[src/rtl/alu_writeback_rf.sv]
// ============================================================================
// Module   : alu_writeback_rf
// Brief    : EX->WB pipeline register, 2**ADDR x DATA register file, status
//            flags and SDEPTH-deep flag stack. Optional macro RF_FORWARD_EN
//            enables WB->read forwarding (hazard then tied low).
// Revision : 1.0  initial release
// ============================================================================
`default_nettype none

module alu_writeback_rf #(
  parameter int DATA   = 8,
  parameter int ADDR   = 3,
  parameter int FLAGS  = 5,
  parameter int SDEPTH = 4
) (
  input  logic             clk,
  input  logic             rst,
  input  logic             ex_valid,
  input  logic [DATA-1:0]  ex_result,
  input  logic [FLAGS-1:0] ex_flags,
  input  logic [ADDR-1:0]  ex_dst,
  input  logic             ex_we,
  input  logic             ex_fe,
  input  logic [ADDR-1:0]  ra_addr,
  input  logic [ADDR-1:0]  rb_addr,
  output logic [DATA-1:0]  A,
  output logic [DATA-1:0]  B,
  output logic             hazard,
  output logic [FLAGS-1:0] flags,
  input  logic             flag_push,
  input  logic             flag_pop,
  output logic             stk_err
);

  localparam int                c_NREG    = 2**ADDR;
  localparam int                c_SPW     = $clog2(SDEPTH) + 1;
  localparam logic [c_SPW-1:0]  c_SP_FULL = c_SPW'(SDEPTH);

  logic             r_wb_valid;
  logic             r_wb_we;
  logic             r_wb_fe;
  logic [DATA-1:0]  r_wb_result;
  logic [FLAGS-1:0] r_wb_flags;
  logic [ADDR-1:0]  r_wb_dst;

  logic [DATA-1:0]  r_rf  [c_NREG];
  logic [FLAGS-1:0] r_stk [SDEPTH];
  logic [FLAGS-1:0] r_flags;
  logic [c_SPW-1:0] r_sp;
  logic             r_stk_err;

  logic             w_wb_wr;
  logic [c_SPW-1:0] w_sp_m1;
  logic [DATA-1:0]  w_a;
  logic [DATA-1:0]  w_b;

  assign w_wb_wr = r_wb_valid & r_wb_we & (r_wb_dst != '0);
  assign w_sp_m1 = r_sp - c_SPW'(1);

  always_comb begin
    w_a = r_rf[ra_addr];
    w_b = r_rf[rb_addr];
`ifdef RF_FORWARD_EN
    if (w_wb_wr && (r_wb_dst == ra_addr)) w_a = r_wb_result;
    if (w_wb_wr && (r_wb_dst == rb_addr)) w_b = r_wb_result;
`endif
    if (ra_addr == '0) w_a = '0;
    if (rb_addr == '0) w_b = '0;
  end

  assign A = w_a;
  assign B = w_b;

`ifdef RF_FORWARD_EN
  assign hazard = 1'b0;
`else
  assign hazard = w_wb_wr & ((r_wb_dst == ra_addr) | (r_wb_dst == rb_addr));
`endif

  assign flags   = r_flags;
  assign stk_err = r_stk_err;

  always_ff @(posedge clk) begin
    if (rst) begin
      r_wb_valid  <= 1'b0;
      r_wb_we     <= 1'b0;
      r_wb_fe     <= 1'b0;
      r_wb_result <= '0;
      r_wb_flags  <= '0;
      r_wb_dst    <= '0;
    end else begin
      r_wb_valid <= ex_valid;
      if (ex_valid) begin
        r_wb_we     <= ex_we;
        r_wb_fe     <= ex_fe;
        r_wb_result <= ex_result;
        r_wb_flags  <= ex_flags;
        r_wb_dst    <= ex_dst;
      end
    end
  end

  always_ff @(posedge clk) begin
    if (rst) begin
      for (int i = 0; i < c_NREG; i++) r_rf[i] <= '0;
    end else if (w_wb_wr) begin
      r_rf[r_wb_dst] <= r_wb_result;
    end
  end

  // Pop is ordered after the WB flag commit so a successful pop overrides it.
  always_ff @(posedge clk) begin
    if (rst) begin
      r_flags   <= '0;
      r_sp      <= '0;
      r_stk_err <= 1'b0;
      for (int i = 0; i < SDEPTH; i++) r_stk[i] <= '0;
    end else begin
      if (r_wb_valid && r_wb_fe) r_flags <= r_wb_flags;
      if (flag_push && !flag_pop) begin
        if (r_sp != c_SP_FULL) begin
          r_stk[r_sp[c_SPW-2:0]] <= r_flags;
          r_sp                   <= r_sp + c_SPW'(1);
        end else begin
          r_stk_err <= 1'b1;
        end
      end else if (flag_pop && !flag_push) begin
        if (r_sp != '0) begin
          r_flags <= r_stk[w_sp_m1[c_SPW-2:0]];
          r_sp    <= w_sp_m1;
        end else begin
          r_stk_err <= 1'b1;
        end
      end
    end
  end

endmodule

`default_nettype wire

[config.mk]
export PLATFORM = sky130hd
export DESIGN_NAME = alu_writeback_rf
export DESIGN_NICKNAME = d
export VERILOG_FILES = /design/src/rtl/alu_writeback_rf.sv
export SDC_FILE = /design/constraint.sdc
export NUM_CORES = 1
export LEC_CHECK = 0
export ABC_AREA = 1
export BUFFER_PORTS_ARGS = -buffer_cell sky130_fd_sc_hd__buf_2
export CAP_MARGIN = 15
export CORE_MARGIN = 4
export CORE_UTILIZATION = 50
export CTS_CLUSTER_DIAMETER = 30
export CTS_CLUSTER_SIZE = 30
export DETAILED_ROUTE_END_ITERATION = 6
export PLACE_DENSITY = 0.71
export SLEW_MARGIN = 20
export SYNTH_ARGS = -nofsm -noshare
export SYNTH_HDL_FRONTEND = slang
export SYNTH_SLANG_ARGS = --single-unit
[constraint.sdc]
create_clock -name clk -period 1.83 [get_ports clk]
set_input_delay 0.4575 -clock clk [delete_from_list [all_inputs] [get_ports clk]]
set_output_delay 0.4575 -clock clk [all_outputs]
set_load 0.02 [all_outputs]
# After elaboration in Yosys (flattened, before gate mapping)
# Memory sizes are Yosys's and may differ from the RTL's.
# Cells that the tools add are included.
# W data, S select, Z words.
[op_classes]
add_sub_neg = 2
n_eq_ne = 6
n_mux = 29
n_bitwise = 4
reduce_logical = 15
[ops]
columns = ["op", "count"]
rows = [
  ["$mux W5", 5],
  ["$mux W8", 3],
  ["$mux W1", 15],
  ["$mux W3", 5],
  ["$reduce_or A8 Y1", 1],
  ["$eq A3 B3 Y1", 2],
  ["$logic_not A3 Y1", 2],
  ["$reduce_and A3 Y1", 2],
  ["$reduce_bool A3 Y1", 2],
  ["$reduce_or A5 Y1", 1],
  ["$ne A2 B2 Y1 const B", 2],
  ["$reduce_bool A2 Y1", 2],
  ["$add A3 B1 Y3 const B", 1],
  ["$and A1 B1 Y1", 3],
  ["$logic_and A1 B1 Y1", 3],
  ["$ne A3 B3 Y1 const B", 1],
  ["$sub A3 B1 Y3 const B", 1],
  ["$logic_not A1 Y1", 2],
  ["$mux W2", 1],
  ["$ne A2 B1 Y1 const B", 1],
  ["$or A1 B1 Y1", 1],
]
[word_totals]
reg_bits = 28
ramBits = 84
input_bits = 29
out_inout_bits = 23
memories = 2
[mem_list]
columns = ["memory", "depth", "width", "rd", "rd_ports_with_merged_regs", "write_ports", "line_no", "source"]
rows = [
  ["r_rf", 8, 8, 2, 0, 8, "46", "logic [DATA-1:0] r_rf [c_NREG];"],
  ["r_stk", 4, 5, 1, 0, 4, "47", "logic [FLAGS-1:0] r_stk [SDEPTH];"],
]

# Depth between registers and ports, before layout
# Gate-level depths: netlist of the first run.
[depth]
ltp_word = 7
ltp_mapped = 10
depth_no_buf = 9

# Worst setup path before layout of the first run
# OpenSTA, ideal clock, no wires.
[synth_timing]
path_kind = "input to output"
startpoint = "in rb_addr[0]"
endpoint = "out B[1]"
t_arrival_ns = 1.507
required_time_ns = 1.372
setup_slack_ns = -0.135
path_stages = 7
path_buffers = 2
path_cell_list = "buf_4 inv_2 buf_4 nor2_1 o21ai_0 inv_1 o21ai_0"
[synth_via]
elab_chain_cells = 2
word_cells_on_any_way = 3
classes_between = "1 x mux; 1 x reduce/logical; 1 x memory"
[synth_lines]
columns = ["item", "line_no", "source"]
rows = [
  ["start: declaration", "25", "input logic [ADDR-1:0] rb_addr,"],
  ["$mem_v2 Z8 W8 / $logic_not A3 Y1 (equally long branches)", "n/a", ""],
  ["$mux W8 (*)", "68", "if (rb_addr == '0) w_b = '0;"],
  ["end: declaration", "27", "output logic [DATA-1:0] B,"],
]
# Mark *: on every way between the ends. The rest lies on a longest branch, timed or not.

==> results_dict.tcl, run 1 <==
set metrics [dict create \
    drc_errors 0 \
    die_w_um 116.5 \
    die_h_um 116.5 \
    startpoint_type "flip-flop" \
    numClockSinks 112 \
    synth-seq-area-share 0.5239 \
    avgSynthCellArea_um2 8.139 \
    finalHoldViolCount 0 \
    hp-start "ex_fe" \
    power_frac_comb 0.183 \
    grt_pass1_vias 4959 \
    cts_buffers 9 \
    crit_family "simple AND/OR/NAND/NOR gates" \
    clockBufferDepth 2 \
    cts_tree "done" \
    fmax_mhz 530.9 \
    synth_common_cells "nor2_1 (149), nand2_1 (130), edfxtp_1 (84), o21ai_0 (79), inv_1 (76)" \
    endpoint_kind "output pin" \
    drv_cap 0 \
    cts_max_level 3 \
    die_area_mm2 0.01357 \
    power.density_mw_per_mm2 841.6 \
    rsz0062_at_grt "true" \
    path_common_cell "nor2_1" \
    synth_edf_count 84 \
    critPathKind "reg2out" \
    slowest_delay_ps 410 \
    yosys_register_bits 112 \
    power_switching_uw 1624 \
    dp_slack_ps -156.0 \
    synth_most_common_cell "nor2_1" \
    nFillCells 986 \
    diodes 0 \
    final_util 0.6322 \
    period_share 1.029 \
    drt_first_pass_iters 5 \
    yosysUniqueCellTypes 33 \
    ys_top_cells_by_area "edfxtp_1 (43%), dfxtp_1 (9.5%), nor2_1 (9.5%)" \
    grt_use_total 0.2397 \
    gp_congestion 0.9349 \
    clk_pin_slew_worst_paths_ps 70 \
    final_nets 844 \
    grt_max_degree 19 \
    period_minus_slack_ps 1884 \
    initial_core_util 0.5131 \
    grt_pass1_wl_mm 24.92 \
    drive_gt1_frac 0.2282 \
    leakage_uw 0.003094 \
    status "complete, but fails checks" \
    synth_top_area_cell "edfxtp_1" \
    syn_inst 723 \
    cts_root_buf "clkbuf_16" \
    pwr-share-seq 0.484 \
    drt_iter0_markers 441 \
    hold_class "in2reg" \
    cp_max_fo 2 \
    ant_nets 0 \
    ios 52 \
    vias 5090 \
    reg2reg_from "r_sp[1]$_SDFFE_PP0P_" \
    yosys.area.top_type_share 0.4287 \
    violations "setup timing" \
    slowest_stage "edfxtp_1" \
    skew_ps 9.339 \
    antenna_found_initial 0 \
    post-dp-hpwl_mm 11.63 \
    grt-ovfl-total 0 \
    rows 39 \
    power_uw 6101 \
    ys_warn_count 0 \
    required_ps 1370 \
    irDropWorstVdd_mv 0.5674 \
    synthArstFlopShare 0 \
    cp_data_arrival_time_ps 1430 \
    clk_latency_ps 350 \
    power_frac_clock 0.333 \
    avgViaCountPerCell 5.313 \
    io_buffers 51 \
    p_int_uw 4477 \
    startpoint "r_rf[2][7]$_SDFFCE_PN0P_" \
    wire_per_inst_um 16.24 \
    routed_wl_mm 15.56 \
    coreArea_mm2 0.01147 \
    swShare 0.2661 \
    cp_num_buf_inv 1 \
    setup_slack_ps -53.61 \
    setup_violations 13 \
    drv_slew 0 \
    path_cells "nor2_1 -> nor2_1 -> o21ai_1 -> nand2_1 -> nor2_1 -> nor2_1 -> buf_4" \
    syn_area_mm2 0.005884 \
    area_growth_pct 23.20 \
    ys.flop_type "edfxtp_1" \
]
==> logic make-up (layout without fill, tap and decap cells) <==
kind of cell	Yosys count	count (layout)	synth area share
buffers and inverters	117	202	0.08271
other	1	8	0.0006373
DFF	112	112	0.5239
adders and majority gates	5	5	0.01063
and+or+nand+nor	352	352	0.2566
xor gates and xnor gates	7	7	0.01042
AOI/OAI and AO/OA	129	129	0.1150
==> placed cells by master, fill, tap and decap left out, types with 2 or more instances in the layout <==
cell / instances
nor2_1: 143
nand2_1: 128
edfxtp_1: 84
inv_1: 63
o21ai_0: 54
buf_4: 52
nand3_1: 33
buf_2: 32
a21oi_1: 28
o21ai_1: 25
dfxtp_1: 25
inv_2: 16
nor2_2: 16
nor3_1: 15
clkbuf_16: 10
o211ai_1: 8
buf_6: 8
conb_1: 8
nand2_2: 7
a21oi_2: 6
buf_12: 6
o21ai_2: 5
ha_1: 5
xnor2_1: 4
buf_16: 4
nand3_4: 3
xnor2_2: 3
dfxtp_4: 3
nand4_1: 2
bufinv_16: 2
clkinv_1: 2
buf_8: 2
==> worst paths after layout <==
kind / endpoint / slack, ps / depth (start not counted)
setup / recovery: A[7] / -50 / 7
hold / removal: r_wb_fe$_SDFFE_PP0P_ / 330 / 3
setup reg to reg: r_stk[1][2]$_SDFFCE_PN0P_ / 160 / 7
hold reg to reg: r_wb_flags[4]$_SDFFE_PP0P_ / 470 / 2
==> power groups by stage <==
| stage | Combinational (µW) | Sequential (µW) | Clock (µW) |
|---|---|---|---|
| final | 1120 | 2950 | 2030 |
| after global routing | 1230 | 2970 | 2190 |
| after CTS | 1080 | 2950 | 2050 |
| after detailed placement | 987 | 3000 | 0 |
| after global placement | 971 | 3000 | 0 |
| after floorplan | 642 | 2990 | 0 |
==> worst min-delay path: cells and delay by family <==
family | cells | cell delay (ps)
and+or+nand+nor | 2 | 110
buffers and inverters | 1 | 80
==> final cells by class <==
cell class              count  area (µm²)  area share
inverters                  81       307.8     0.04246
clock inverters             6       83.83     0.01156
clock buffers              10       229.0     0.03158
multi-input cells         501        2430      0.3352
repair buffers            105       925.9      0.1277
flip-flops and latches    112        3094      0.4268
well taps                 143       178.9     0.02468
==> state kept, by name, summed over array words and instances (netlist names) <==
name / cells
r_rf: 64
r_stk: 20
r_wb_result: 8
flags: 5
r_wb_flags: 5
r_sp: 3
r_wb_dst: 3
r_wb_fe: 1
r_wb_valid: 1
r_wb_we: 1
stk_err: 1
==> per-layer routing <==
layer,global-route usage,part of all wire,up-vias
met5,0,0,-
met3,0.03316,0.067,24
li1,-,-,2530
met4,0.07734,0.020,0
met2,0.4016,0.49,168
met1,0.3229,0.43,2368
==> what timing repair did <==
action,in CTS,in global routing
endpoints found under the setup margin,17,17
setup buffers,1,2
gates cloned,4,1
hold buffers,0,0
pin swaps,20,25
gates resized for setup,69,34
==> through the flow <==
stage                     setup TNS (ps)  hold slack (ps)  cells  area, µm²
final                             -237.4            330.8    958       7249
after global routing               -1494            360.2    958       7249
after CTS                         -155.5            325.7    955       7128
after detailed placement           -1596            462.5    934       6566
after global placement             -1608            452.1    934       6566
after floorplan                        0            428.3    730       5919
Power figures use the tool's default switching activity.
==> inputs of run 2 (changes only) <==
--- a/config.mk
+++ b/config.mk
@@ -14,7 +14,8 @@
 export CTS_CLUSTER_SIZE = 30
 export DETAILED_ROUTE_END_ITERATION = 6
 export PLACE_DENSITY = 0.71
-export SLEW_MARGIN = 20
+export SETUP_SLACK_MARGIN = 0.4
+export SLEW_MARGIN = 10
 export SYNTH_ARGS = -nofsm -noshare
 export SYNTH_HDL_FRONTEND = slang
 export SYNTH_SLANG_ARGS = --single-unit
==> run 2 against run 1 <==
  * Core utilization increased by 9.7 points
  * Highest routed layer unchanged
  * Sequential power barely moved
  * Sequential share of layout area fell by 5.6 points
  * Largest power group unchanged
  * Setup slack got worse by 49 ps
  * Power up 4.4%
  * First-iteration DRC count increased by 14%
  * Sequential cell count stayed put
  * Fmax shrank 2.5%
  * Routed wire length grew 12%
  * Cell area rose by 15%
  * The flow still finishes with violations (setup timing)
  * Die area unchanged
==> results_dict.tcl, run 2 (synthesis gave the netlist of run 1 again) <==
set metrics [dict create \
    status "complete, but fails checks" \
    violations "setup timing" \
    die_area_mm2 0.01357 \
    drv_cap 0 \
    pwr-share-seq 0.465 \
    cts_root_buf "clkbuf_16" \
    leakage_uw 0.003383 \
    wire_per_inst_um 17.88 \
    dp_slack_ps -172.0 \
    placed_area_mm2 0.006829 \
    grtUsageMet2 0.4516 \
    ant_nets 0 \
    hold_buffers 0 \
    antenna_found_initial 0 \
    path_cells "nor2_1 -> nor2_1 -> o21ai_1 -> nand2_1 -> nor2_2 -> nor2_4 -> buf_6" \
    rrSetupSlack_ps 270 \
    io_buffers 51 \
    period_share 1.056 \
    endpoint_kind "output pin" \
    power_frac_comb 0.244 \
    grt-ovfl-total 0 \
    avgViaCountPerCell 5.489 \
    crit_family "simple AND/OR/NAND/NOR gates" \
    required_ps 1370 \
    slowest_stage "edfxtp_1" \
    grt_max_degree 23 \
    drv_slew 0 \
    initial_core_util 0.5131 \
    drive_gt1_frac 0.3764 \
    vias 5335 \
    startpoint_type "flip-flop" \
    setup_violations 17 \
    setup_slack_ps -102.7 \
    cp_data_arrival_time_ps 1480 \
    power_frac_clock 0.292 \
    grt_use_total 0.2585 \
    cp_num_buf_inv 1 \
    swShare 0.3033 \
    layout_common_cells "nor2_1 (111), nand2_1 (95), edfxtp_1 (84)" \
    die_h_um 116.5 \
    largest_register_ffs 64 \
    hold_class "in2reg" \
    irDropWorstVdd_mv 0.5194 \
    coreArea_mm2 0.01147 \
    grt_pass1_wl_mm 26.85 \
    die_w_um 116.5 \
    drt_iter0_markers 504 \
    rsz0062_at_grt "true" \
    finalHoldViolCount 0 \
    numClockSinks 112 \
    use_met3 0.03679 \
    fin_area_mm2 0.008359 \
    ios 52 \
    p_int_uw 4439 \
    grt.met1_usage 0.3178 \
    largestRegisters "r_rf (64), r_stk (20), r_wb_result (8)" \
    top_register "r_rf" \
    post-dp-hpwl_mm 11.97 \
    cts_buffers 9 \
    skew_ps 7.956 \
    path_common_cell "nor2_1" \
    period_minus_slack_ps 1933 \
    cts_tree "done" \
    cts_max_level 3 \
    fmax_mhz 517.4 \
    slowest_delay_ps 430 \
    power_switching_uw 1933 \
    clockBufferDepth 2 \
    drc_errors 0 \
    clk_pin_slew_worst_paths_ps 70 \
    clk_latency_ps 350 \
    final_common_cell "nor2_1" \
    power.density_mw_per_mm2 762.3 \
    grt_pass1_vias 5319 \
    rows 39 \
    drt_first_pass_iters 7 \
    busiest_layer "met2" \
    routed_wl_mm 17.38 \
    final_nets 858 \
    gp_congestion 1.021 \
    cp_max_fo 2 \
    critPathKind "reg2out" \
    area_growth_pct 42.06 \
    diodes 0 \
]
-- run 2: per-layer routing --
metal	routed length (µm)	share of wire
met5	0	0
met4	600	0.035
met3	1002	0.058
met2	8858	0.51
met1	6917	0.40
-- run 2: area by class of cell --
type,instances,area [µm²]
timing repair buffer,119,1291
clock inverter,6,53.80
clock buffer,10,229.0
sequential,112,3100
fill,824,3108
tap,143,178.9
multi-input combinational,501,3162
inverter,81,344.1
-- run 2: power by group through the flow --
stage | Combinational [µW] | Sequential (µW) | Clock [µW]
floorplan | 811 | 2990 | 0
global placement | 1100 | 3010 | 0
detailed placement | 1120 | 3010 | 0
CTS | 1360 | 2950 | 1880
global route | 1670 | 2970 | 1990
finish | 1550 | 2960 | 1860
-- run 2: worst register-to-register path, cell delays in order, from the launching register on --
cell and delay (ps):
dfxtp_4 360, clkinvlp_4 110, ha_4 180, nand2_4 80, nand3_4 130, nor2_4 200
nand2_4 110, nand2_4 100
-- run 2: worst paths after layout --
kind,from,endpoint,depth (start not counted)
hold / removal,ex_dst[1],r_wb_dst[1]$_SDFFE_PP0P_,3
setup / recovery,r_rf[2][2]$_SDFFCE_PN0P_,A[2],7
hold reg to reg,stk_err$_SDFFE_PP0P_,stk_err$_SDFFE_PP0P_,1
setup reg to reg,r_sp[1]$_SDFFE_PP0P_,r_stk[0][2]$_SDFFCE_PN0P_,7
-- run 2: stage by stage --
stage	cells	utilization	total power, µW	hold WS, ps	TNS (ps)
after floorplan	730	-	3805	428.4	0
after global placement	917	0.5955	4103	449.8	-1875
after detailed placement	917	0.5955	4137	460.0	-2160
after CTS	951	0.6817	6193	331.5	-446.1
after global routing	972	0.7290	6627	354.2	-1907
final	972	0.7290	6372	344.5	-921.0
-- run 2: repair_timing --
item | 4_1_cts | 5_1_grt
setup endpoints to repair | 107 | 102
pin swaps | 71 | 61
cloned | 8 | 2
resized for setup | 143 | 101
setup buffers | 10 | 19
